**config.mk**
```make
export PLATFORM = sky130hd
export DESIGN_NAME = sram_port_arbiter
export DESIGN_NICKNAME = d
export VERILOG_FILES = /design/src/rtl/sram_arb_pkg.sv /design/src/rtl/sram_arb_rr2.sv /design/src/rtl/sram_port_arbiter.sv
export SDC_FILE = /design/constraint.sdc
export NUM_CORES = 1
export LEC_CHECK = 0
export BUFFER_PORTS_ARGS = -buffer_cell sky130_fd_sc_hd__buf_2
export CAP_MARGIN = 40
export CORE_AREA = 3 3 176 178
export DETAILED_ROUTE_END_ITERATION = 10
export DIE_AREA = 0 0 179 181
export HOLD_SLACK_MARGIN = 0.12
export PLACE_DENSITY = 0.6
export SLEW_MARGIN = 10
export SYNTH_ARGS = -nofsm -noshare
export SYNTH_HDL_FRONTEND = slang
export SYNTH_SLANG_ARGS = --single-unit
```
**constraint.sdc**
```tcl
create_clock -name clk -period 1.82 [get_ports clk]
set_input_delay 0.364 -clock clk [delete_from_list [all_inputs] [get_ports clk]]
set_output_delay 0.364 -clock clk [all_outputs]
set_load 0.05 [all_outputs]
```
**src/rtl/sram_arb_pkg.sv**
```systemverilog
// Shared definitions for the two-port SRAM arbiter: parameter defaults,
// arbitration-mode constants and the requester identifier type.
package sram_arb_pkg;

  localparam int unsigned AW_DEFAULT = 15;
  localparam int unsigned DW_DEFAULT = 64;

  localparam int unsigned PRIO_RR    = 0;
  localparam int unsigned PRIO_FIXED = 1;

  typedef enum logic {
    REQ_M0 = 1'b0,
    REQ_M1 = 1'b1
  } req_id_t;

endpackage

```
**src/rtl/sram_arb_rr2.sv**
```systemverilog
// Two-way arbiter: turns the request valids and the last-grant pointer into
// a one-hot grant, round-robin or fixed priority (m0 highest).
module sram_arb_rr2
  import sram_arb_pkg::*;
#(
  parameter int unsigned PRIO_MODE = PRIO_RR
) (
  input  logic [1:0] valid,
  input  req_id_t    last_id,
  output logic [1:0] grant
);

  always_comb begin
    grant = '0;
    case (valid)
      2'b01:   grant = 2'b01;
      2'b10:   grant = 2'b10;
      2'b11: begin
        // On contention m0 wins unless it was the one granted last (RR only).
        if (PRIO_MODE == PRIO_FIXED || last_id == REQ_M1) grant = 2'b01;
        else                                              grant = 2'b10;
      end
      default: grant = '0;
    endcase
  end

endmodule

```
**src/rtl/sram_port_arbiter.sv**
```systemverilog
// Shares one single-port SRAM between two requesters: zero-wait grant, request
// muxing onto the SRAM port, and a one-cycle-later response to the grantee.
module sram_port_arbiter
  import sram_arb_pkg::*;
#(
  parameter int unsigned AW        = AW_DEFAULT,
  parameter int unsigned DW        = DW_DEFAULT,
  parameter int unsigned PRIO_MODE = PRIO_RR
) (
  input  logic            clk,
  input  logic            rst_n,
  input  logic            m0_req_valid,
  output logic            m0_req_ready,
  input  logic [AW-1:0]   m0_req_addr,
  input  logic [DW/8-1:0] m0_req_we,
  input  logic [DW-1:0]   m0_req_wdata,
  output logic            m0_resp_valid,
  output logic [DW-1:0]   m0_resp_rdata,
  input  logic            m1_req_valid,
  output logic            m1_req_ready,
  input  logic [AW-1:0]   m1_req_addr,
  input  logic [DW/8-1:0] m1_req_we,
  input  logic [DW-1:0]   m1_req_wdata,
  output logic            m1_resp_valid,
  output logic [DW-1:0]   m1_resp_rdata,
  output logic            ram_en,
  output logic [DW/8-1:0] ram_we,
  output logic [AW-1:0]   ram_addr,
  output logic [DW-1:0]   ram_din,
  input  logic [DW-1:0]   ram_dout
);

  logic [1:0]    grant;
  logic [1:0]    ready;
  logic          any_grant;
  req_id_t       gnt_id;
  req_id_t       last_id;
  req_id_t       resp_id;
  logic          resp_pend;
  logic [AW-1:0] addr_q;
  logic [DW-1:0] din_q;
  logic [DW-1:0] rdata0_q;
  logic [DW-1:0] rdata1_q;

  sram_arb_rr2 #(
    .PRIO_MODE (PRIO_MODE)
  ) u_arb (
    .valid   ({m1_req_valid, m0_req_valid}),
    .last_id (last_id),
    .grant   (grant)
  );

  // Nothing is accepted while reset is held.
  assign ready        = rst_n ? grant : 2'b00;
  assign m0_req_ready = ready[0];
  assign m1_req_ready = ready[1];
  assign any_grant    = |ready;
  assign gnt_id       = ready[1] ? REQ_M1 : REQ_M0;

  // Address and data hold between grants; enables drop to zero.
  always_comb begin
    ram_en   = any_grant;
    ram_we   = '0;
    ram_addr = addr_q;
    ram_din  = din_q;
    if (ready[0]) begin
      ram_we   = m0_req_we;
      ram_addr = m0_req_addr;
      ram_din  = m0_req_wdata;
    end else if (ready[1]) begin
      ram_we   = m1_req_we;
      ram_addr = m1_req_addr;
      ram_din  = m1_req_wdata;
    end
  end

  // Gated by rst_n so a grant just before reset never surfaces as a response.
  assign m0_resp_valid = rst_n && resp_pend && (resp_id == REQ_M0);
  assign m1_resp_valid = rst_n && resp_pend && (resp_id == REQ_M1);
  assign m0_resp_rdata = m0_resp_valid ? ram_dout : rdata0_q;
  assign m1_resp_rdata = m1_resp_valid ? ram_dout : rdata1_q;

  always_ff @(posedge clk) begin
    if (!rst_n) begin
      last_id   <= REQ_M1;
      resp_id   <= REQ_M0;
      resp_pend <= 1'b0;
      addr_q    <= '0;
      din_q     <= '0;
      rdata0_q  <= '0;
      rdata1_q  <= '0;
    end else begin
      resp_pend <= any_grant;
      if (any_grant) begin
        last_id <= gnt_id;
        resp_id <= gnt_id;
        addr_q  <= ram_addr;
        din_q   <= ram_din;
      end
      if (m0_resp_valid) rdata0_q <= ram_dout;
      if (m1_resp_valid) rdata1_q <= ram_dout;
    end
  end

endmodule

```
==> flow_summary.yaml <==
drt:
  route.detailed.vias_per_inst: 5.105
  drc_errors: 0
  ant_nets: 0
  wl_per_cell_um: 20.52
  drt_iter0_drc: 441
  num_vias: 9914
  first_pass_iters: 5
  routed_wl_um: 39840
sta:
  finalCritPeriodShare_pct: 131.6
  slew_violations: 0
  rsz0062_at_grt: "yes"
  fmax_ghz: 0.4176
  setup_viol: 219
  fin_skew_ns: 0.02485
  hold_viol: 0
  relSlewSlack_pct: 65.54
  tightest_slew_ns: 0.5169
  postLayoutSetupSlackWorst_ns: -0.5745
  period_needed_ns: 2.394
place:
  numPlacedInstances: 1836
  hpwl_um: 25610
  place_congestion: 0.8319
  port_buffers: 461
setup_path:
  path_max_fanout: 17
  required_ns: 1.46
  rrSetupSlack_ns: 0.15
  crit_type: "reg -> out"
  end_kind: "output pin"
  start_kind: "flip-flop"
  cp.arrival_ns: 2.03
power_and_ir_drop:
  total_power_w: 0.01507
  p_leak_nw: 8.158
  vdd_drop_max_v: 0.0005535
  power_density_nw_per_um2: 816.4
global_route:
  grt_pass1_wl_um: 56240
  use_met1_pct: 25.34
  grt_pass1_vias: 9907
  overflow: 0
  use_met3_pct: 4.750
  grt_max_degree: 114
  grt_busiest_layer: "met2"
  grt_usage_pct: 21.98
  grt_util_met2_pct: 39.75
  antenna_found_initial: 3
yosys:
  syn-cell-area_um2: 9746
  ys_ff_latch: 210
  synth.avg_cell_area_um2: 9.795
  synth_nets: 1237
  yosys.area.top_type_share_pct: 43.14
  synth_area_leaders: "dfxtp_1, mux2_4, and2_1"
  ys_warn_count: 0
  yosysTopAreaCell: "dfxtp_1"
  synthCells: 995
  synth.distinct_cells: 22
  seq_area_frac_synth_pct: 43.14
clocking:
  cts_tree: "done"
  cts.hold.buffers_added: 0
  cts.path.max_buffers: 3
  cts-root-buf: "clkbuf_16"
  insertion_delay_ns: 0.52
  cts_sinks: 210
  h-tree-depth: 1
  path_clk_slew_ns: 0.07
  cts_made_buffers: 25
floorplanning:
  die_y_um: 181
  core_um2: 29560
  die_area_um2: 32400
  start_util_pct: 32.97
  ios: 462
  dieWidth_um: 179
  rows: 63
layout:
  area_growth_pct: 89.42
  final_cells: 1942
  nets: 1773
  drive_above_1_share_pct: 60.77
run_status:
  violations: "setup timing"
  status: "complete, but fails checks"
run:
  maxCapViolCount: 0
min_path:
  min_path_type: "in -> reg"
[where the power goes]
group          leakage (nW)  internal, W  switching [W]
Combinational          6.04      0.00223        0.00296
Clock                 0.400      0.00293        0.00203
Sequential             1.72      0.00482      0.0000962
Total                  8.16      0.00999        0.00509
[synthesized netlist by cell type (all sizes together)]
master,count
dfxtp,210
a21oi,158
and2,129
mux2,128
a32oi,87
nor2,79
o21ai,79
buf,54
clkbuf,50
nor2b,9
o21a,3
inv,2
nand2b,2
nand3,2
a21boi,1
and3,1
nand3b,1
[repair_timing]
item	in CTS	in global routing
setup endpoints to repair	220	220
gates cloned	16	6
resized for setup	486	127
endpoints found under the hold margin	0	0
setup buffers	19	23
pin swaps	41	29
[metal layers]
metal | vias to the layer above | wire length, µm
met2 | 438 | 20370
met1 | 4725 | 14810
met5 | - | 0
met3 | 78 | 3161
met4 | 0 | 1492
li1 | 4673 | -
[kinds of logic after synthesis]
group | share of synthesized area (%)
simple gates | 12.45
mux | 18.56
flops | 43.14
compound gates | 20.30
buf+inv | 5.546
[critical path, stage by stage, from the launching register on]
cell,delay (ns)
dfxtp_4,0.37
nand2b_4,0.28
buf_8,0.23
a32oi_1,0.19
a21oi_4,0.15
buf_2,0.27
[flip-flops by register name (all words and copies together) (netlist names)]
name	count
rdata0_q	64
rdata1_q	64
din_q	64
resp_id	1
resp_pend	1
last_id	1
addr_q	15
[final timing paths]
check | start | end | cells after the start
worst min-delay path | m1_req_wdata[38] | din_q[38] | 3
worst min register to register | last_id | last_id | 2
worst max-delay path | last_id | ram_din[61] | 5
worst max register to register | resp_id | rdata0_q[4] | 7
[through the flow]
stage	setup TNS, ns	worst slack, ns	hold slack (ns)	area (µm²)	util (%)
2_1_floorplan	-1.035	-0.1025	0.4613	10670	-
3_3_place_gp	-39.17	-0.4255	0.5158	14330	48.48
3_5_place_dp	-40.25	-0.4253	0.5249	14330	48.48
4_1_cts	-102.59	-0.5999	0.1417	17540	59.33
5_1_grt	-111.45	-0.6710	0.1700	18460	62.45
6_report	-94.19	-0.5745	0.1758	18460	62.45
[cell usage in the layout, fill, tap and decap left out, types with 8 or more instances in the layout]
cell       count
mux2_4       128
a32oi_1       24
a32oi_4       23
a21oi_2       10
dfxtp_1      207
and2_1       129
buf_4         90
nor2b_2        8
buf_16        13
o21ai_0       79
a21oi_4       69
a21oi_1       79
a32oi_2       40
buf_12        74
clkbuf_16     31
buf_6        129
nor2_1        79
buf_8         58
buf_2        242
[cell type report]
type / instances / area [µm²]
clock inverter: 10 / 91.34
antenna: 2 / 5.005
inverter: 2 / 15.01
tap: 390 / 488.0
sequential: 210 / 4213
multi-input combinational: 679 / 6714
fill: 2189 / 11100
clock buffer: 36 / 726.9
timing repair buffer: 613 / 6207
Note: power is estimated with default switching activity, not from simulation.
